--- config.mk ---
export PLATFORM = sky130hd
export DESIGN_NAME = act_skew_feeder_flat
export DESIGN_NICKNAME = d
export VERILOG_FILES = /design/src/rtl/act_skew_feeder_pkg.sv /design/src/rtl/act_skew_feeder_if.sv /design/src/rtl/act_skew_feeder_skew_line.sv /design/src/rtl/act_skew_feeder.sv /design/src/flat_wrapper.sv
export SDC_FILE = /design/constraint.sdc
export NUM_CORES = 1
export LEC_CHECK = 0
export CAP_MARGIN = 30
export CORE_MARGIN = 2
export CORE_UTILIZATION = 52
export DETAILED_ROUTE_END_ITERATION = 12
export PLACE_DENSITY = 0.71
export SYNTH_ARGS = -nofsm -noshare
export SYNTH_HDL_FRONTEND = slang
export SYNTH_HIERARCHICAL = 1
export SYNTH_SLANG_ARGS = --single-unit
--- constraint.sdc ---
create_clock -name clk -period 8.2 [get_ports clk]
set_input_delay 2.46 -clock clk [delete_from_list [all_inputs] [get_ports clk]]
set_output_delay 2.46 -clock clk [all_outputs]
set_load 0.005 [all_outputs]
--- src/rtl/act_skew_feeder_pkg.sv ---
// act_skew_feeder_pkg: shared sizes, SRAM latency and FSM encoding for the activation skew feeder
package act_skew_feeder_pkg;
  localparam int ROWS = 32;
  localparam int DW = 4;
  localparam int AW = 15;
  localparam int RD_LAT = 1;
  typedef enum logic [1:0] {IDLE = 2'd0, READ = 2'd1, DRAIN = 2'd2} state_t;
  function automatic int drain_cycles(input int rows);
    return RD_LAT + rows - 1;
  endfunction
endpackage

--- src/rtl/act_skew_feeder_if.sv ---
// act_skew_feeder_if: tile control, SRAM read port and compute-core activation bus
interface act_skew_feeder_if #(
  parameter int ROWS = act_skew_feeder_pkg::ROWS,
  parameter int DW = act_skew_feeder_pkg::DW,
  parameter int AW = act_skew_feeder_pkg::AW
);
  logic start;
  logic [AW-1:0] base_addr;
  logic [7:0] tile_len;
  logic bce;
  logic [AW-1:0] braddr;
  logic brvalid;
  logic [ROWS*DW-1:0] brdata;
  logic [ROWS*DW-1:0] act_data_out;
  logic act_pe_valid;
  logic start_calc;
  logic pingpang;
  logic busy;
  logic done;
  modport master (
    output start, base_addr, tile_len, brvalid, brdata,
    input bce, braddr, act_data_out, act_pe_valid, start_calc, pingpang, busy, done
  );
  modport slave (
    input start, base_addr, tile_len, brvalid, brdata,
    output bce, braddr, act_data_out, act_pe_valid, start_calc, pingpang, busy, done
  );
endinterface

--- src/rtl/act_skew_feeder_skew_line.sv ---
// act_skew_feeder_skew_line: DEPTH-cycle delay line for one activation lane (DEPTH=0 is a wire)
module act_skew_feeder_skew_line #(
  parameter int DEPTH = 0,
  parameter int DW = 4
) (
  input  logic          clk,
  input  logic          rst_n,
  input  logic [DW-1:0] d,
  output logic [DW-1:0] q
);
  generate
    if (DEPTH == 0) begin : g_wire
      logic unused_ok;
      assign unused_ok = &{1'b0, clk, rst_n};
      assign q = d;
    end else begin : g_reg
      logic [DW-1:0] sr [DEPTH];
      always_ff @(posedge clk or negedge rst_n)
        if (!rst_n) begin
          for (int j = 0; j < DEPTH; j++) sr[j] <= '0;
        end else begin
          sr[0] <= d;
          for (int j = 1; j < DEPTH; j++) sr[j] <= sr[j-1];
        end
      assign q = sr[DEPTH-1];
    end
  endgenerate
endmodule

--- src/rtl/act_skew_feeder.sv ---
// act_skew_feeder: streams a tile of activation words from SRAM and skews lane i by i cycles
module act_skew_feeder #(
  parameter int ROWS = act_skew_feeder_pkg::ROWS,
  parameter int DW = act_skew_feeder_pkg::DW,
  parameter int AW = act_skew_feeder_pkg::AW
) (
  input logic clk,
  input logic rst_n,
  act_skew_feeder_if.slave bus
);
  import act_skew_feeder_pkg::*;
  localparam int DRAIN_LEN = drain_cycles(ROWS);
  state_t state, nxt;
  logic [7:0] len, cnt;
  logic [15:0] dcnt;
  logic [AW-1:0] addr;
  logic accept, zero_req, last_rd, drain_end, done_r, pp;
  logic [ROWS*DW-1:0] act;
  assign accept = state == IDLE && bus.start && bus.tile_len != 8'd0;
  assign zero_req = state == IDLE && bus.start && bus.tile_len == 8'd0;
  assign last_rd = state == READ && cnt == len - 8'd1;
  assign drain_end = state == DRAIN && dcnt == 16'(DRAIN_LEN - 1);
  always_ff @(posedge clk or negedge rst_n)
    if (!rst_n) state <= IDLE;
    else state <= nxt;
  // each transition condition already implies its source state; unused encodings fall back to IDLE
  always_comb
    nxt = accept ? READ :
          last_rd ? DRAIN :
          drain_end ? IDLE :
          (state == READ || state == DRAIN) ? state : IDLE;
  always_comb begin
    bus.bce = state == READ;
    bus.start_calc = accept;
    bus.busy = state != IDLE;
  end
  // the address stops on the last word so braddr holds it after the read phase
  always_ff @(posedge clk or negedge rst_n)
    if (!rst_n) begin
      len <= '0;
      cnt <= '0;
      addr <= '0;
      dcnt <= '0;
      done_r <= 1'b0;
      pp <= 1'b0;
    end else begin
      if (accept) begin
        addr <= bus.base_addr;
        len <= bus.tile_len;
        cnt <= '0;
      end else if (state == READ) begin
        cnt <= cnt + 8'd1;
        if (!last_rd) addr <= addr + AW'(1);
      end
      dcnt <= state == DRAIN ? dcnt + 16'd1 : '0;
      done_r <= zero_req || drain_end;
      if (drain_end) pp <= ~pp;
    end
  assign bus.braddr = addr;
  assign bus.done = done_r;
  assign bus.pingpang = pp;
  assign bus.act_pe_valid = bus.brvalid;
  assign bus.act_data_out = act;
  for (genvar i = 0; i < ROWS; i++) begin : g_lane
    act_skew_feeder_skew_line #(.DEPTH(i), .DW(DW)) u_line (
      .clk(clk),
      .rst_n(rst_n),
      .d(bus.brvalid ? bus.brdata[i*DW +: DW] : '0),
      .q(act[i*DW +: DW])
    );
  end
endmodule

--- src/flat_wrapper.sv ---
// flat-port wrapper written by rule: the top's interface ports become plain ports
module act_skew_feeder_flat import act_skew_feeder_pkg::*;
#(
  parameter int ROWS = act_skew_feeder_pkg::ROWS,
  parameter int DW = act_skew_feeder_pkg::DW,
  parameter int AW = act_skew_feeder_pkg::AW
)
  (clk, rst_n, bus_start, bus_base_addr, bus_tile_len, bus_brvalid, bus_brdata, bus_bce, bus_braddr, bus_act_data_out, bus_act_pe_valid, bus_start_calc, bus_pingpang, bus_busy, bus_done);
  act_skew_feeder_if #(.ROWS(ROWS), .DW(DW), .AW(AW)) bus_i ();
  input logic clk;
  input logic rst_n;
  input wire logic [$bits(bus_i.start)-1:0] bus_start;
  input wire logic [$bits(bus_i.base_addr)-1:0] bus_base_addr;
  input wire logic [$bits(bus_i.tile_len)-1:0] bus_tile_len;
  input wire logic [$bits(bus_i.brvalid)-1:0] bus_brvalid;
  input wire logic [$bits(bus_i.brdata)-1:0] bus_brdata;
  output wire logic [$bits(bus_i.bce)-1:0] bus_bce;
  output wire logic [$bits(bus_i.braddr)-1:0] bus_braddr;
  output wire logic [$bits(bus_i.act_data_out)-1:0] bus_act_data_out;
  output wire logic [$bits(bus_i.act_pe_valid)-1:0] bus_act_pe_valid;
  output wire logic [$bits(bus_i.start_calc)-1:0] bus_start_calc;
  output wire logic [$bits(bus_i.pingpang)-1:0] bus_pingpang;
  output wire logic [$bits(bus_i.busy)-1:0] bus_busy;
  output wire logic [$bits(bus_i.done)-1:0] bus_done;
  assign bus_i.start = bus_start;
  assign bus_i.base_addr = bus_base_addr;
  assign bus_i.tile_len = bus_tile_len;
  assign bus_i.brvalid = bus_brvalid;
  assign bus_i.brdata = bus_brdata;
  assign bus_bce = bus_i.bce;
  assign bus_braddr = bus_i.braddr;
  assign bus_act_data_out = bus_i.act_data_out;
  assign bus_act_pe_valid = bus_i.act_pe_valid;
  assign bus_start_calc = bus_i.start_calc;
  assign bus_pingpang = bus_i.pingpang;
  assign bus_busy = bus_i.busy;
  assign bus_done = bus_i.done;
  act_skew_feeder #(.ROWS(ROWS), .DW(DW), .AW(AW)) u_core (.clk(clk), .rst_n(rst_n), .bus(bus_i));
endmodule
==> results of run 1 <==
## logic make-up (layout without fill, tap and decap cells)
kind of cell,Yosys count,in the layout
AOI/OAI and AO/OA,50,50
xor gates and xnor gates,26,26
adders and majority gates,4,4
buffers and inverters,163,674
DFF,2035,2035
other,0,1
and+or+nand+nor,279,279
## through the flow
stage / instance area, um2 / worst slack (ps)
2_1_floorplan: 54200 / 2140
3_3_place_gp: 58200 / 1170
3_5_place_dp: 58200 / 1040
4_1_cts: 64400 / 988
5_1_grt: 64400 / 814
6_report: 64500 / 939
## worst min-delay path by stage
| stage | to | slack, ps | cells past startpoint |
|---|---|---|---|
| 2_1_floorplan | u_core/g_lane[10].u_line/g_reg.sr[10] | 330 | 0 |
| 3_3_place_gp | u_core/g_lane[11].u_line/g_reg.sr[9] | 330 | 0 |
| 3_5_place_dp | u_core/g_lane[10].u_line/g_reg.sr[13] | 330 | 0 |
| 4_1_cts | u_core/g_lane[8].u_line/q[2] | 330 | 0 |
| 5_1_grt | u_core/g_lane[29].u_line/g_reg.sr[92] | 340 | 0 |
| 6_report | u_core/g_lane[29].u_line/g_reg.sr[110] | 340 | 0 |
## layer usage
| layer | up-vias | GRT usage [%] | wire length, um |
|---|---|---|---|
| met1 | 10700 | 20.0 | 30500 |
| li1 | 8626 | - | - |
| met5 | - | 0 | 34 |
| met2 | 604 | 27.0 | 42500 |
| met3 | 172 | 4.32 | 4510 |
| met4 | 6 | 5.18 | 1910 |
## placed cells by master, fill, tap and decap left out, types with 3 or more instances in the layout
cell,netlist,final
a21oi_1,4,4
a31oi_1,10,10
and2_1,130,130
and3_1,7,7
and4_1,3,3
buf_12,0,8
buf_4,125,13
bufinv_16,0,12
clkbuf_1,21,49
clkbuf_16,0,186
clkbuf_8,0,46
clkdlybuf4s50_1,0,301
clkinv_2,0,26
clkinv_4,0,3
clkinv_8,0,3
clkinvlp_4,0,4
dfrtp_1,2035,2035
ha_1,4,4
inv_1,11,11
inv_16,0,3
inv_6,0,5
nand2_1,36,36
nand2b_1,7,7
nand3_1,10,10
nand4_1,13,13
nor2_1,42,42
nor3_1,6,6
nor4_1,4,4
o211ai_1,3,3
o21ai_0,11,10
o31ai_1,6,6
or2_2,4,4
or3_1,6,6
or4_1,7,7
xnor2_1,10,10
xor2_1,16,16
## state kept, by name (all words and copies together) (netlist names)
name                           cells
u_core/bus.braddr                 15
u_core/g_lane.u_line/g_reg.sr   1860
u_core/len                         8
u_core/state                       2
u_core/dcnt                       16
u_core/cnt                         8
u_core/bus.pingpang                1
u_core/bus.done                    1
u_core/g_lane.u_line/q           124
## area by class of cell
cell class / instances / share of cell area, %
Clock buffer: 281 / 8.49
Multi-Input combinational cell: 359 / 3.41
Timing Repair Buffer: 324 / 5.16
Clock inverter: 58 / 1.18
Tap cell: 1380 / 2.68
Antenna cell: 1 / 0.00388
Inverter: 11 / 0.0641
Sequential cell: 2035 / 79.0
## power breakdown
part	total (mW)	switching, mW	leakage (nW)	internal, mW
clock network	8.56	3.56	3.06	5.01
logic	0.818	0.465	2.13	0.353
registers	10.9	0.285	26.2	10.6
## worst reg2reg max path, cell delays in order (launching register included)
cell	delay [ps]
dfrtp_1	430
inv_1	100
ha_1	220
or3b_1	420
nor4_1	310
o211ai_2	120
a311oi_2	330
buf_4	340
nand2b_1	260
o221a_2	230
==> summary.txt, run 1 <==
run status = finished, final reports clean
Post-Synth XOR/XNOR Area = 0.420%
slew margin rel. = 18.6%
Clock Tree Buf Depth = 3
synthesized net count = 2716
P_leak = 31.4 nW
area grow syn2layout = 18.9%
sequential fraction of the synthesis area = 93.9%
Yosys warnings = 6
GPL Wtd Cong = 0.792
Synth Area in Adders = 0.0923%
Netlist cell types = 46
crit-path leading delay family = buffers and inverters
Clock Sinks = 2035
final cell count without fillers = 4449
# IOs = 304
Post-Syn Instances = 2557
GR Util All Layers = 15.9%
hold_ws = 336 ps
CP bufs+invs = 4
R2R Path End = u_core/bus.braddr[7]
Setup TNS Final = 0 ps
nets@finish = 3074
CP Capture Type = output port
cells on worst reg2reg path = 9
Post-CTS Hold Buffers = 0
worst stage delay on the critical path = 650 ps
average size of a mapped cell = 21.2 um2
Slew @ Worst Pin = 1220 ps
initial antenna violation count = 3
Critical Path Start Type = input port
Total Power = 20.3 mW
post-synthesis register bit count = 2035
total gr overflow = 0
Initial Util = 52.4%
commonest register cell after synthesis = dfrtp_1
cts repair resizes = 0
Synth Area in Simple Gates = 2.88%
Die ar. = 107000 um2
worst skew pair latency = 760 ps
peak supply drop = 205 uV
Min-Delay Path Class = reg2reg
leading area contributor after synthesis = dfrtp_1
Initial DRC Count = 1600
number of buffers added on ports = 303
Storage cell area = 50900 um2
post-layout util = 62.3%
Max Cap Violations = 0
placed cells = 4108
pwr dens = 315 nW/um2
First-pass DRT Iterations = 5
Routed Antenna Nets = 0
vias in the first global route = 23600
CORE AREA = 103000 um2
Worst Min Path Start = u_core/g_lane[29].u_line/g_reg.sr[114]
Critical Path Source = bus_start
unrepaired setup endpoints after global routing = no
critical path depth = 6
Yosys top cell area share = 93.9%
Data required, critical path = 5740 ps
WP data arrival = 4800 ps
clk slew on worst S/H paths = 60 ps
fill count = 6706
DIE HEIGHT = 327 um
Final setup viols = 0
Via density = 4.52
CP Class = in2out
multiplexer share of the synthesized area = 0%
crit path max-delay cell type = clkdlybuf4s50_1
largest net degree at the start of global routing = 226
register-to-register setup slack = 5370 ps
final wirelength = 79.5 mm
Slew Limit Fails = 0
TritonCTS clock tree = done
number of synthesized flops with an enable pin = 0
CP cell instances = clkdlybuf4s50_1, inv_1, nor2_1, o21ai_1, inv_1, clkdlybuf4s50_1
CP Capture Point = bus_start_calc
synth top area cells = dfrtp_1 (94%), buf_4 (1.7%), and2_1 (1.5%)
post-DR wirelength/cell = 17.9 um
asr flop ratio synth = 100%
min cycle time layout = 7260 ps
H-tree depth = 4
num rows = 118
Post-CTS Setup Inserts = 0
count of final hold-check violations = 0
synth cell count leaders = dfrtp_1 (2035), and2_1 (130), buf_4 (125)
drt drc = 0
combinational family with the most area after synthesis = simple AND/OR/NAND/NOR gates
synthesized cell area = 54200 um2
Synth Area in Compound Gates = 0.665%
worst-path fanout max = 20
f_max = 138 MHz
total CTS buffers = 184
CTS Root Cell = clkbuf_16
global-route wire length before repair = 131 mm
Die Wd = 327 um
Critical R2R Launch = u_core/len[0]
HPWL reported at the end of detailed placement = 41.0 mm
crit share post-route = 88.5%
clock skew = 23.1 ps
via count = 20100
most common cell in the synthesized netlist = dfrtp_1
share of post-route cells with drive strength above 1 = 10.5%
Multi-input gate area = 2200 um2
Note: power is estimated with default switching activity, not from simulation.
==> run 2: changes to the inputs <==
Settings changed: SKIP_CTS_REPAIR_TIMING from default to 1.
==> results of run 2 <==
Final layout, timing and power as in run 1 (identical DEF).
==> run 3: changes to the inputs <==
Settings changed: SKIP_LAST_GASP from default to 1.
==> results of run 3 <==
Final layout, timing and power as in run 1 (identical DEF).
